### src/rtl/spi_dcs_burst_if.sv
// SPI slave with separate address/data chip-selects and burst word streaming.
// The address phase loads a base address; the data phase writes words and prefetches read data.
module spi_dcs_burst_if #(
  parameter int unsigned AW       = 8,
  parameter int unsigned DW       = 16,
  parameter bit          CPOL     = 1'b0,
  parameter bit          CPHA     = 1'b0,
  parameter bit          ADDR_INC = 1'b1
) (
  input  logic          clk,
  input  logic          rst_n,
  input  logic          spi_scl,
  input  logic          spi_sdi,
  output logic          spi_sdo,
  input  logic          spi_cs_addr,
  input  logic          spi_cs_data,
  output logic          Wr_en,
  output logic [AW-1:0] Wr_addr,
  output logic [DW-1:0] Wdata,
  output logic          Rd_en,
  output logic [AW-1:0] Rd_addr,
  input  logic [DW-1:0] Rdata,
  output logic          Burst_begin,
  output logic          Burst_end,
  output logic          Addr_err
);

  localparam int unsigned   BW   = (DW > 1) ? $clog2(DW) : 1;
  localparam int unsigned   CW   = $clog2(AW + 2);
  localparam logic [AW-1:0] STEP = AW'(ADDR_INC);

  typedef enum logic [1:0] {IDLE, ADDR, DATA} state_t;
  state_t state, nstate;

  logic [2:0]    scl_q, csa_q, csd_q;
  logic [1:0]    sdi_q;
  logic          scl_rise, scl_fall, lead, trail, sample, drive;
  logic          csa_fall, csa_rise, csd_fall, csd_rise, sdi_s;
  logic          entry;

  logic [AW-1:0] base, word_addr, a_sr;
  logic [CW-1:0] a_cnt;
  logic [BW-1:0] bit_cnt;
  logic [DW-1:0] rx_sr, tx_sr, tx_nxt, pre_buf;
  logic          words_done, rd_first, rd_pend, rd_pend_first;

  // Two-stage synchronisers; the third stage is the previous value for edge detection.
  always_ff @(posedge clk or negedge rst_n) begin
    if (!rst_n) begin
      scl_q <= {3{CPOL}};
      csa_q <= '1;
      csd_q <= '1;
      sdi_q <= '0;
    end else begin
      scl_q <= {scl_q[1:0], spi_scl};
      csa_q <= {csa_q[1:0], spi_cs_addr};
      csd_q <= {csd_q[1:0], spi_cs_data};
      sdi_q <= {sdi_q[0], spi_sdi};
    end
  end

  assign scl_rise = scl_q[1] & ~scl_q[2];
  assign scl_fall = ~scl_q[1] & scl_q[2];
  assign lead     = CPOL ? scl_fall : scl_rise;
  assign trail    = CPOL ? scl_rise : scl_fall;
  assign sample   = CPHA ? trail : lead;
  assign drive    = CPHA ? lead : trail;
  assign csa_fall = ~csa_q[1] & csa_q[2];
  assign csa_rise = csa_q[1] & ~csa_q[2];
  assign csd_fall = ~csd_q[1] & csd_q[2];
  assign csd_rise = csd_q[1] & ~csd_q[2];
  assign sdi_s    = sdi_q[1];

  always_ff @(posedge clk or negedge rst_n) begin
    if (!rst_n) state <= IDLE;
    else        state <= nstate;
  end

  always_comb begin
    nstate = state;
    entry  = 1'b0;
    case (state)
      IDLE: begin
        if (csa_fall) nstate = ADDR;
        else if (csd_fall) begin
          nstate = DATA;
          entry  = 1'b1;
        end
      end
      ADDR:    if (csa_rise) nstate = IDLE;
      DATA:    if (csd_rise) nstate = IDLE;
      default: nstate = IDLE;
    endcase

    tx_nxt = tx_sr;
    if (entry) tx_nxt = '0;
    else if (rd_pend && rd_pend_first) tx_nxt = Rdata;
    else if (state == DATA && drive) begin
      if (bit_cnt != '0)   tx_nxt = {tx_sr[DW-2:0], 1'b0};
      else if (words_done) tx_nxt = pre_buf;
    end
  end

  always_ff @(posedge clk or negedge rst_n) begin
    if (!rst_n) begin
      Wr_en         <= 1'b0;
      Wr_addr       <= '0;
      Wdata         <= '0;
      Rd_en         <= 1'b0;
      Rd_addr       <= '0;
      Burst_begin   <= 1'b0;
      Burst_end     <= 1'b0;
      Addr_err      <= 1'b0;
      spi_sdo       <= 1'b0;
      base          <= '0;
      word_addr     <= '0;
      a_sr          <= '0;
      a_cnt         <= '0;
      bit_cnt       <= '0;
      rx_sr         <= '0;
      tx_sr         <= '0;
      pre_buf       <= '0;
      words_done    <= 1'b0;
      rd_first      <= 1'b0;
      rd_pend       <= 1'b0;
      rd_pend_first <= 1'b0;
    end else begin
      Wr_en         <= 1'b0;
      Rd_en         <= 1'b0;
      Burst_begin   <= 1'b0;
      Burst_end     <= 1'b0;
      Addr_err      <= 1'b0;
      rd_pend       <= Rd_en;
      rd_pend_first <= Rd_en & rd_first;
      tx_sr         <= tx_nxt;
      spi_sdo       <= (nstate == DATA) ? tx_nxt[DW-1] : 1'b0;

      // Read data lands one clock after the request; only prefetches go to pre_buf.
      if (rd_pend && !rd_pend_first) pre_buf <= Rdata;

      case (state)
        IDLE: begin
          if (csa_fall) begin
            a_sr  <= '0;
            a_cnt <= '0;
          end else if (csd_fall) begin
            Burst_begin <= 1'b1;
            Rd_en       <= 1'b1;
            Rd_addr     <= base;
            rd_first    <= 1'b1;
            word_addr   <= base;
            bit_cnt     <= '0;
            words_done  <= 1'b0;
          end
        end
        ADDR: begin
          if (csa_rise) begin
            if (a_cnt == CW'(AW)) base <= a_sr;
            else                  Addr_err <= 1'b1;
          end else if (sample) begin
            a_sr <= {a_sr[AW-2:0], sdi_s};
            if (a_cnt != CW'(AW + 1)) a_cnt <= a_cnt + CW'(1);
          end
        end
        DATA: begin
          if (Wr_en) word_addr <= word_addr + STEP;
          if (sample) begin
            rx_sr   <= {rx_sr[DW-2:0], sdi_s};
            bit_cnt <= (bit_cnt == BW'(DW - 1)) ? '0 : bit_cnt + BW'(1);
            if (bit_cnt == '0) begin
              Rd_en    <= 1'b1;
              Rd_addr  <= word_addr + STEP;
              rd_first <= 1'b0;
            end
            if (bit_cnt == BW'(DW - 1)) begin
              Wr_en      <= 1'b1;
              Wr_addr    <= word_addr;
              Wdata      <= {rx_sr[DW-2:0], sdi_s};
              words_done <= 1'b1;
            end
          end
          if (csd_rise) Burst_end <= 1'b1;
        end
        default: ;
      endcase
    end
  end

endmodule

### config.mk
export PLATFORM = sky130hd
export DESIGN_NAME = spi_dcs_burst_if
export DESIGN_NICKNAME = d
export VERILOG_FILES = /design/src/rtl/spi_dcs_burst_if.sv
export SDC_FILE = /design/constraint.sdc
export NUM_CORES = 1
export LEC_CHECK = 0
export ABC_AREA = 1
export BUFFER_PORTS_ARGS = -buffer_cell sky130_fd_sc_hd__buf_2
export CAP_MARGIN = 20
export CORE_MARGIN = 2
export CORE_UTILIZATION = 56
export CTS_BUF_LIST = sky130_fd_sc_hd__clkbuf_8
export CTS_CLUSTER_SIZE = 14
export DETAILED_ROUTE_END_ITERATION = 10
export PLACE_DENSITY_LB_ADDON = 0.08
export SLEW_MARGIN = 10
export SYNTH_ARGS = -nofsm -noshare
export SYNTH_HDL_FRONTEND = slang
export SYNTH_SLANG_ARGS = --single-unit
export TNS_END_PERCENT = 1
### constraint.sdc
create_clock -name clk -period 1.68 [get_ports clk]
set_input_delay 0.504 -clock clk [delete_from_list [all_inputs] [get_ports clk]]
set_output_delay 0.504 -clock clk [all_outputs]
set_load 0.03 [all_outputs]
After elaboration in Yosys (flattened, before gate mapping) --
Cells that the tools add are included.
Storage, ports and cells: input port bits 22, register bits after elaboration 134
Operators by class: add/subtract/negate cells 3, multiplexer cells 56, reductions and logical operators 21, bitwise operators 13, eq/ne operators 16
Operator list (count):
- 16-bit two-way mux | 5
- 8-bit two-way mux | 8
- 8-bit case mux with 2 select lines | 3
- 4-bit two-way mux | 8
- 1-bit two-way mux | 22
- 2-bit inequality test, second input constant | 8
- 4-bit case mux with 2 select lines | 2
- 5-bit AND reduction | 3
- 4-bit AND reduction | 3
- 4-bit by 1-bit adder with 4-bit output, second input constant | 2
- 8-bit by 1-bit adder with 8-bit output, second input constant | 1
- 4-bit == test, second input constant | 2
- 2-bit two-way mux | 4
- 4-bit nonzero test | 2
- 1-bit bitwise AND | 7
- 1-bit NOT | 6
- 1-bit case mux with 2 select lines | 3
- 2-bit case mux with 3 select lines | 1
- 3-bit AND reduction | 2
- 2-bit == test, second input constant | 2
- 4-bit zero test | 1
- 2-bit by 1-bit inequality test with 1-bit output, second input constant | 2
- 4-bit inequality test, second input constant | 1
- 2-bit AND reduction | 2
- 6 further kinds | 9

Longest topological paths before layout --
depth in word-level cells 7, gate-level depth with buffers 11, gate-level depth less buffers 9

Worst setup path before layout --
Ideal clock, no wire load.
path type register to register, start point register a_cnt[0], end point register base[5], slack 283 ps, cell stages (with the launch flop) 8, arrival 1266 ps, buffers on the path 1, clock period less this slack 1397 ps, setup time 131 ps, path through dfrtp_1 inv_1 ha_1 nor3b_2 nand3_1 clkbuf_1 nand2_1 o21ai_0
Between the ends: cells in the longest elaborated chain, start to end 2
Ends and longest elaborated chain:
- start: declaration | RTL line 42 | logic [CW-1:0] a_cnt;
- start signal: assignment | RTL line 162 | if (a_cnt != CW'(AW + 1)) a_cnt <= a_cnt + CW'(1);
- 4-bit == test | RTL line 158 | if (a_cnt == CW'(AW)) base <= a_sr;
- 3-bit AND reduction (no source line)
- end signal: assignment | RTL line 158
- end: declaration | RTL line 41 | logic [AW-1:0] base, word_addr, a_sr;
Every way passes these cells. A chain may end at the register's enable or synchronous reset.

Worst setup path after layout --
start point register Wr_addr[0], end point output Wr_addr[0]
RTL lines:
- start: declaration | RTL line 18 | output logic [AW-1:0] Wr_addr,
- start signal: assignment | RTL line 177 | Wr_addr <= word_addr;
No word-level cell between the ends.

==> impl_metrics.yaml <==
clock_tree:
  cts_buffers: 17
  post_cts_buffers: 0
  cts-root-buf: "clkbuf_8"
  clock_latency_ps: 450
  clockBufferDepth: 2
  cts_num_sinks: 134
  cts.clk_slew.worst_paths_ps: 70
  cts_tree: "yes"
  htreeDepth: 4
die:
  io_pins: 60
  die-area_um2: 11400
  fp-row-count: 37
  core_um2: 10300
  fp.dieW_um: 107
  initial_core_util: 0.575
  die_h_um: 107
job:
  drv_cap: 0
synth:
  synthTopCellsByArea: "dfrtp_1 54%, nand2_1 15%, o21ai_0 5.8%"
  synth_most_common_cell: "nand2_1"
  synth-seq-cells: 134
  yosys.area.top_type: "dfrtp_1"
  yosys_warnings: 0
  synth_cells: 661
  yosysTopAreaCellShare: 0.542
  yosys-top-cells-count: "231 x nand2_1, 128 x dfrtp_1, 69 x o21ai_0"
  avgSynthCellArea_um2: 8.94
  synth_area_um2: 5910
  synth-edff-count: 0
  async_flop_share: 1.00
  synth_nets: 689
  yosysUniqueCellTypes: 31
  ys_seq_area_frac: 0.569
  synth-main-ff-cell: "dfrtp_1"
drt:
  viasPerCell: 5.16
  post-route-drc-count: 0
  routedWlPerCell_um: 13.9
  num_vias: 4579
  drtPass1Iterations: 8
  drt_iter0_drc: 232
  wl_um: 12300
  ant_nets: 0
global_routing:
  grt_usage: 0.238
  grt_pass1_wl_um: 21100
  antenna_found_initial: 0
  grt_pass1_vias: 4584
  gr-total-overflow: 0
  grt_max_degree: 48
status:
  status: "complete, no violations"
sta:
  period_share: 0.952
  setup_slack_ps: 80.3
  final-setup-viol-count: 0
  max_freq_mhz: 625
  slew_violations: 0
  post-route-min-period_ps: 1600
  worstMarginPinSlew_ps: 561
  finalClockSkew_ps: 12.2
  maxSlewHeadroom: 0.626
  hold_viol: 0
cells_and_area:
  fin_util: 0.679
  drive_gt1_frac: 0.214
  diodes: 0
  final_nets: 766
  area_delta_synth_final_pct: 18.2
  n_fill_cell: 841
power:
  peakVddDrop_mv: 0.746
  power.leakage_nw: 3.51
  power.density_nw_per_um2: 1230
setup_path:
  path_delay_family: "flip-flops"
  worstSetupPathType: "reg2out"
  end_kind: "output port"
  max_stage_delay_ps: 410
  cpMaxStageDelayCell: "dfrtp_1"
  worstPathCellList: "buf_2"
  arrival_ps: 1100
  critPathLaunchType: "flop"
  crit_fanout: 2
  path_buf_inv: 1
  cp_data_required_time_ps: 1180
place:
  hpwl_um: 8310
  post-place-ws_ps: -89.4
  gp_congestion: 0.805
  numPortBuffers: 59
min_path:
  worst_hold_path_type: "in2reg"
==> cells by family (layout without fill, tap and decap cells) <==
logic type | count (synthesis) | after routing | share of synthesized area
compound gates | 99 | 99 | 0.0875
simple gates | 315 | 315 | 0.230
buf+inv | 91 | 181 | 0.0703
flops | 134 | 134 | 0.569
xor+xnor | 1 | 1 | 0.00148
fa+ha+maj | 6 | 6 | 0.0127
mux | 15 | 15 | 0.0286
==> layout by cell type (no fill, tap or decap), drive strengths merged <==
cell type    netlist  final
inv               62     62
buf               19     85
or2                5      5
clkinvlp           0      4
nand3             39     39
o21bai             1      1
mux2              15     15
nand4             18     18
nand2            235    235
nor3               2      2
dfrtp            128    128
o21ai             95     95
xor2               1      1
ha                 6      6
dfstp              6      6
bufinv             0      5
dlygate4sd3        0      1
nor3b              1      1
clkinv             1      4
nor2              15     15
a21oi              3      3
clkbuf             9     20
==> layout make-up <==
class / count / area [um2] / area share
flip-flops and latches: 134 / 3360 / 0.481
clock inverters: 12 / 199 / 0.0285
repair buffers: 86 / 586 / 0.0839
inverters: 63 / 244 / 0.0349
well taps: 136 / 170 / 0.0244
clock buffers: 20 / 275 / 0.0394
multi-input cells: 436 / 2150 / 0.308
==> worst paths after layout <==
path                                         from                 endpoint  slack [ps]  depth (start not counted)
min in group asynchronous                   rst_n  pre_buf[14]$_DFFE_PN0P_         500                          2
hold reg to reg                scl_q[0]$_DFF_PN0_       scl_q[1]$_DFF_PN0_         350                          0
setup reg to reg               state[1]$_DFF_PN0_    tx_sr[14]$_DFFE_PN0P_         120                          8
max in group asynchronous                   rst_n       csa_q[2]$_DFF_PN1_         600                          3
setup / recovery           Wr_addr[0]$_DFFE_PN0P_               Wr_addr[0]          80                          1
hold / removal                        spi_cs_addr       csa_q[0]$_DFF_PN1_         150                          1
==> layer usage <==
| metal | up-vias | wire (um) | track usage |
|---|---|---|---|
| met1 | 2169 | 5740 | 0.318 |
| met3 | 23 | 684 | 0.0717 |
| li1 | 2268 | - | - |
| met2 | 119 | 5650 | 0.367 |
| met5 | - | 0 | 0 |
| met4 | 0 | 253 | 0.0937 |
==> metrics by stage <==
step | TNS (ps) | cells | hold WS (ps) | power, mW | instance area, um2
5_1_grt | -5.54 | 887 | 122 | 9.09 | 6980
2_1_floorplan | 0 | 661 | 208 | 5.03 | 5910
3_5_place_dp | -132 | 854 | 336 | 5.52 | 6470
4_1_cts | 0 | 887 | 127 | 8.66 | 6960
6_report | 0 | 887 | 149 | 8.61 | 6980
3_3_place_gp | -60.4 | 854 | 333 | 5.45 | 6470
==> what timing repair did <==
item | CTS | global route
pin swaps | 0 | 0
hold buffers | 1 | 0
setup endpoints to repair | 8 | 14
gates resized for setup | 1 | 8
hold endpoints to repair | 18 | 0
==> where the power goes <==
part / internal, mW / total [mW] / switching, mW / leakage [nW]
Combinational: 0.620 / 1.52 / 0.897 / 1.50
Clock: 1.88 / 3.13 / 1.25 / 0.227
Sequential: 3.69 / 3.96 / 0.275 / 1.78
==> registers in the layout (all words and copies together) (netlist names), 15 cells and up <==
signal	count
tx_sr	16
pre_buf	16
rx_sr	15
Wdata	16
(Power assumes the default switching activity.)
